## src/rtl/fetch_pkg.sv

```systemverilog
`default_nettype none
// ============================================================================
// Module   : fetch_pkg
// Purpose  : Shared types and constants for the instruction fetch stage.
// Revision : 1.0
// ============================================================================
package fetch_pkg;

   typedef enum logic [1:0] {
      FETCH = 2'd0,
      WAIT  = 2'd1,
      DROP  = 2'd2
   } fetch_state_t;

   localparam logic [31:0] ARM_NOP     = 32'hE1A0_0000;
   localparam logic [31:0] PC_STEP     = 32'd4;
   localparam logic [31:0] PC_READ_OFS = 32'd8;

   typedef struct packed {
      logic [31:0] instr;
      logic [31:0] pc;
   } fetch_entry_t;

   function automatic logic [31:0] word_align(input logic [31:0] addr);
      return {addr[31:2], 2'b00};
   endfunction

endpackage
`default_nettype wire

```

## src/rtl/fetch_buffer.sv

```systemverilog
`default_nettype none
// ============================================================================
// Module   : fetch_buffer
// Purpose  : Power-of-two FIFO of fetched {instr, pc} entries with flush.
// Revision : 1.0
// ============================================================================
module fetch_buffer
   import fetch_pkg::*;
#(
   parameter int BUF_DEPTH = 2,
   localparam int PTR_W = $clog2(BUF_DEPTH),
   localparam int CNT_W = PTR_W + 1
) (
   input  logic               clk,
   input  logic               reset,
   input  logic               push,
   input  fetch_entry_t       push_entry,
   input  logic               pop,
   input  logic               flush,
   output fetch_entry_t       head_entry,
   output logic [CNT_W-1:0]   count,
   output logic               full,
   output logic               empty
);

   fetch_entry_t       mem_q [BUF_DEPTH];
   fetch_entry_t       mem_d [BUF_DEPTH];
   logic [PTR_W-1:0]   wr_ptr_q, wr_ptr_d;
   logic [PTR_W-1:0]   rd_ptr_q, rd_ptr_d;
   logic [CNT_W-1:0]   count_q, count_d;
   logic               do_push;
   logic               do_pop;

   assign full       = (count_q == CNT_W'(BUF_DEPTH));
   assign empty      = (count_q == '0);
   assign count      = count_q;
   assign head_entry = mem_q[rd_ptr_q];

   // A pop in the same cycle frees the slot a push into a full FIFO needs.
   assign do_pop  = pop & ~empty;
   assign do_push = push & (~full | do_pop);

   always_comb begin
      mem_d    = mem_q;
      wr_ptr_d = wr_ptr_q;
      rd_ptr_d = rd_ptr_q;
      count_d  = count_q;
      if (flush) begin
         wr_ptr_d = '0;
         rd_ptr_d = '0;
         count_d  = '0;
      end else begin
         if (do_push) begin
            mem_d[wr_ptr_q] = push_entry;
            wr_ptr_d        = wr_ptr_q + PTR_W'(1);
         end
         if (do_pop) begin
            rd_ptr_d = rd_ptr_q + PTR_W'(1);
         end
         case ({do_push, do_pop})
            2'b10:   count_d = count_q + CNT_W'(1);
            2'b01:   count_d = count_q - CNT_W'(1);
            default: count_d = count_q;
         endcase
      end
   end

   always_ff @(posedge clk) begin
      if (reset) begin
         mem_q    <= '{default: '0};
         wr_ptr_q <= '0;
         rd_ptr_q <= '0;
         count_q  <= '0;
      end else begin
         mem_q    <= mem_d;
         wr_ptr_q <= wr_ptr_d;
         rd_ptr_q <= rd_ptr_d;
         count_q  <= count_d;
      end
   end

endmodule
`default_nettype wire

```

## src/rtl/instr_fetch_unit.sv

```systemverilog
`default_nettype none
// ============================================================================
// Module   : instr_fetch_unit
// Purpose  : PC owner and single-outstanding instruction fetcher feeding decode.
//            Define FETCH_BYPASS_EN for a 0-cycle rvalid-to-decode bypass.
// Revision : 1.0
// ============================================================================
module instr_fetch_unit
   import fetch_pkg::*;
#(
   parameter logic [31:0] RESET_PC  = 32'h0000_0000,
   parameter int          BUF_DEPTH = 2
) (
   input  logic         clk,
   input  logic         reset,
   output logic         imem_req,
   output logic [31:0]  imem_addr,
   input  logic         imem_gnt,
   input  logic         imem_rvalid,
   input  logic [31:0]  imem_rdata,
   output logic         instr_valid,
   output logic [31:0]  instr,
   output logic [31:0]  instr_pc,
   output logic [31:0]  pc_plus8,
   input  logic         instr_ready,
   input  logic         redirect,
   input  logic [31:0]  redirect_pc
);

   localparam int CNT_W = $clog2(BUF_DEPTH) + 1;

   fetch_state_t        state_q, state_d;
   logic [31:0]         fetch_pc_q, fetch_pc_d;
   logic [31:0]         req_addr_q, req_addr_d;

   logic                buf_push;
   logic                buf_pop;
   logic                buf_flush;
   fetch_entry_t        buf_wr_entry;
   fetch_entry_t        buf_head;
   logic [CNT_W-1:0]    buf_count;
   logic                buf_full;
   logic                buf_empty;
   logic                accept;
   logic                bypass;

   fetch_buffer #(
      .BUF_DEPTH (BUF_DEPTH)
   ) u_fetch_buffer (
      .clk        (clk),
      .reset      (reset),
      .push       (buf_push),
      .push_entry (buf_wr_entry),
      .pop        (buf_pop),
      .flush      (buf_flush),
      .head_entry (buf_head),
      .count      (buf_count),
      .full       (buf_full),
      .empty      (buf_empty)
   );

   // Nothing is in flight in FETCH, so buffer occupancy alone gates the request.
   assign imem_req  = ~reset & (state_q == FETCH) & (buf_count < CNT_W'(BUF_DEPTH));
   assign imem_addr = fetch_pc_q;
   assign accept    = imem_req & imem_gnt;

`ifdef FETCH_BYPASS_EN
   assign bypass = ~reset & (state_q == WAIT) & imem_rvalid & ~redirect & buf_empty;
`else
   assign bypass = 1'b0;
`endif

   always_comb begin
      state_d            = state_q;
      fetch_pc_d         = fetch_pc_q;
      req_addr_d         = req_addr_q;
      buf_push           = 1'b0;
      buf_flush          = 1'b0;
      buf_wr_entry.instr = imem_rdata;
      buf_wr_entry.pc    = req_addr_q;

      unique case (state_q)
         FETCH: begin
            if (accept) begin
               state_d    = WAIT;
               req_addr_d = fetch_pc_q;
               fetch_pc_d = fetch_pc_q + PC_STEP;
            end
         end
         WAIT: begin
            if (imem_rvalid) begin
               buf_push = ~buf_full | buf_pop;
               state_d  = FETCH;
            end
         end
         DROP: begin
            if (imem_rvalid) begin
               state_d = FETCH;
            end
         end
         default: state_d = FETCH;
      endcase

      if (bypass && instr_ready) begin
         buf_push = 1'b0;
      end

      // A response arriving with the redirect retires the old request, so only
      // a still-pending one needs DROP.
      if (redirect) begin
         buf_flush  = 1'b1;
         buf_push   = 1'b0;
         fetch_pc_d = word_align(redirect_pc);
         if (accept) begin
            state_d = DROP;
         end else if ((state_q != FETCH) && !imem_rvalid) begin
            state_d = DROP;
         end else begin
            state_d = FETCH;
         end
      end
   end

   always_comb begin
      instr_valid = 1'b0;
      instr       = ARM_NOP;
      instr_pc    = 32'h0000_0000;
      if (!buf_empty) begin
         instr_valid = 1'b1;
         instr       = buf_head.instr;
         instr_pc    = buf_head.pc;
      end else if (bypass) begin
         instr_valid = 1'b1;
         instr       = imem_rdata;
         instr_pc    = req_addr_q;
      end
   end

   assign pc_plus8 = instr_pc + PC_READ_OFS;
   assign buf_pop  = instr_valid & instr_ready & ~buf_empty;

   always_ff @(posedge clk) begin
      if (reset) begin
         state_q    <= FETCH;
         fetch_pc_q <= word_align(RESET_PC);
         req_addr_q <= word_align(RESET_PC);
      end else begin
         state_q    <= state_d;
         fetch_pc_q <= fetch_pc_d;
         req_addr_q <= req_addr_d;
      end
   end

endmodule
`default_nettype wire

```

## config.mk

```make
export PLATFORM = sky130hd
export DESIGN_NAME = instr_fetch_unit
export DESIGN_NICKNAME = d
export VERILOG_FILES = /design/src/rtl/fetch_pkg.sv /design/src/rtl/fetch_buffer.sv /design/src/rtl/instr_fetch_unit.sv
export SDC_FILE = /design/constraint.sdc
export NUM_CORES = 1
export LEC_CHECK = 0
export CORE_AREA = 2 2 122 172
export CTS_BUF_LIST = sky130_fd_sc_hd__clkbuf_8 sky130_fd_sc_hd__clkbuf_16
export DETAILED_ROUTE_END_ITERATION = 7
export DIE_AREA = 0 0 124 174
export GPL_ROUTABILITY_DRIVEN = 1
export HOLD_SLACK_MARGIN = 0.05
export PLACE_DENSITY = 0.79
export SLEW_MARGIN = 10
export SYNTH_ARGS = -nofsm -noshare
export SYNTH_HDL_FRONTEND = slang
export SYNTH_SLANG_ARGS = --single-unit
```

## constraint.sdc

```tcl
create_clock -name clk -period 6.39 [get_ports clk]
set_input_delay 1.5975 -clock clk [delete_from_list [all_inputs] [get_ports clk]]
set_output_delay 1.5975 -clock clk [all_outputs]
set_load 0.05 [all_outputs]
```

==> impl_metrics.toml <==
[status]
status = "finished clean"

[floorplan]
io_pins = 200
die_x_um = 124
initial_utilization = 0.442
core_area_um2 = 20200
rows = 62
chipHeight_um = 174
die-area_um2 = 21600

[power_and_ir_drop]
leakage_nw = 3.61
power_frac_seq = 0.492
power_density_nw_per_um2 = 221
power.share.clock = 0.417
ir_drop_mv = 0.178
power_mw = 2.53
netSwitchingFraction = 0.263
combPwrFrac = 0.091
intPower_mw = 1.86
p_switching_mw = 0.666

[placed_design]
placed_cell_area_um2 = 10900
portBuffers = 191
globalplace.congestion = 0.820
dpl.hpwl_um = 15800
dp_slack_ns = 1.01
dp.cells = 1524

[final_layout]
final_common_cell = "nand2_1"
syn2layout_area_growth_pct = 28.5
diodes = 0
layout-drive-gt1-share = 0.0531
final_area_um2 = 11400
layout_common_cells = "nand2_1, clkdlybuf4s50_1, dfxtp_1"
fin_cells = 1556
multiInputGateArea_um2 = 4710
seq_area_um2 = 3810
fillCellCount = 1854
finish.net_count = 1362

[timing]
setup_viol = 0
relSlewSlack = 0.419
hold_violations = 0
fmax_ghz = 0.171
min_period_over_period = 0.915
tns_ns = 0
min_period_ns = 5.85
setup_ws_ns = 0.544
tightestPinTransition_ns = 0.872
fin_worst_skew_ns = 0.0105
rsz0062_at_grt = "no"
slew_viol_final = 0

[critical_path]
crit_family = "buffers and inverters"
crit_path_end_kind = "primary output"
worstPathCellList = "buf_4 > mux2i_1 > nor3_2 > nand4_4 > nor4_1 > xor2_1 > clkdlybuf4s50_1"
timing.rr.start = "u_fetch_buffer.count[1]"
crit_fanout = 42
crit_required_ns = 4.79
crit_arrival_ns = 4.25
worstSetupPathType = "flip-flop to primary output"
max_stage_delay_ns = 0.82
critPathBufInv = 2
cp_slowest_cell = "clkdlybuf4s50_1"
start_kind = "flip-flop"
crit_path_start = "u_fetch_buffer.rd_ptr_q"

[yosys]
ys_seq_area_frac = 0.427
synthTopCellsByArea = "dfxtp_1, nand2_1, a21oi_1, mux2i_1, nor2_1"
synthArstFlopShare = 0
synth_edf_count = 0
syn-instance-count = 1147
ys_ff_latch = 190
synth_area_um2 = 8910
yosysWarnings = 0
yosysTopAreaCell = "dfxtp_1"
yosysUniqueCellTypes = 45
synth-main-ff-cell = "dfxtp_1"
synth_top_area_share = 0.427
avgSynthCellArea_um2 = 7.76

[worst_hold_path]
hold_path_startpoint = "u_fetch_buffer.mem_q[26]"
min_path_type = "flip-flop to flip-flop"

[cts]
cts_root_buffer = "clkbuf_16"
htreeDepth = 4
cts_sinks = 190
clkTransAtPathRegs_ns = 0.07
cts_setup_buffers = 0
cts_buffer_depth = 2
cts-buffers-inserted = 17
cts-resized-gates = 0
clk_latency_ns = 0.43
cts_hold_buffers = 0
cts_tree = "built"

[global_route]
antenna_found_initial = 0
grt.overflow.total = 0
grt_pass1_wl_um = 38000
grt_max_degree = 120
grt_pass1_vias = 7673
grt_use_total = 0.220

[detailed_routing]
ant_nets = 0
post-route-drc-count = 0
viasPerCell = 5.24
drt_pass1_iterations = 5
wirelength_um = 23600
wire_per_inst_um = 15.1
drtIter0Drc = 514
vias = 8150

[run]
cap_violations = 0
final timing paths:
| kind | end | slack [ns] | depth (start not counted) |
|---|---|---|---|
| worst max-delay path | pc_plus8[31] | 0.54 | 7 |
| worst min-delay path | u_fetch_buffer.mem_q[26] | 0.46 | 2 |
| worst max register to register | u_fetch_buffer.count[1] | 3.64 | 7 |
| worst min register to register | u_fetch_buffer.mem_q[26] | 0.46 | 2 |
sequential cells by signal, indices dropped and copies added (netlist names):
signal	cells
u_fetch_buffer.count	2
imem_addr	30
u_fetch_buffer.wr_ptr_q	1
state_q	2
u_fetch_buffer.rd_ptr_q	1
u_fetch_buffer.mem_q	124
req_addr_q	30
kinds of logic after synthesis:
kind of cell / share of synthesized area
xor gates and xnor gates: 0.0580
adders and majority gates: 0.00702
and+or+nand+nor: 0.265
DFF: 0.427
AOI/OAI and AO/OA: 0.125
muxes: 0.0697
other: 0.000421
buffers and inverters: 0.0480
routing by layer:
layer | GRT usage | up-vias | share of wire
met5 | 0 | - | 0
met4 | 0.0810 | 0 | 0.021
met3 | 0.0335 | 35 | 0.050
met2 | 0.372 | 244 | 0.50
met1 | 0.280 | 3767 | 0.43
li1 | - | 4104 | -
per-stage QoR:
step	hold WS, ns	utilization
after global routing	0.472	0.568
after detailed placement	0.446	0.539
after global placement	0.441	0.539
after CTS	0.456	0.568
after floorplan	0.436	-
final	0.456	0.568
layout make-up:
class | count | area share
sequential | 190 | 0.333
clock inverter | 14 | 0.0129
timing repair buffer | 200 | 0.173
clock buffer | 18 | 0.0384
inverter | 11 | 0.00361
tap | 256 | 0.0280
multi-input combinational | 867 | 0.412
power groups by stage:
stage               Combinational (mW)  Sequential, mW  Clock (mW)
floorplan                        0.100            1.30           0
global placement                 0.228            1.27           0
detailed placement               0.230            1.27           0
CTS                              0.231            1.24        1.07
global route                     0.248            1.25        1.12
finish                           0.230            1.24        1.05
worst reg2reg max path: stages (launching register included):
cell      delay, ns
dfxtp_1        0.41
nor2_4         0.70
clkinv_1       0.52
and2_1         0.33
ha_1           0.33
nor2_1         0.14
xnor2_1        0.13
nor3_1         0.06
synthesized netlist by cell type, types with 2 or more instances:
master	n
xor2_1	37
and3_1	5
buf_4	10
clkbuf_1	57
nor4_4	2
dfxtp_1	190
nor3b_1	2
nand4_2	2
nor3_1	10
o21ai_0	3
nand2_1	341
clkinv_1	2
nor2_1	92
nand3b_1	6
mux2i_1	62
ha_1	5
or3_1	2
and2_1	4
nor4_1	9
a211oi_1	25
buf_6	2
nor3_2	4
xnor2_1	22
inv_1	9
nand3_1	23
a211oi_2	4
a21oi_1	164
and4_1	3
nand4_1	16
nand2b_1	2
buf_2	15
nor4_2	2
nor2_2	3
(Power assumes the default switching activity.)
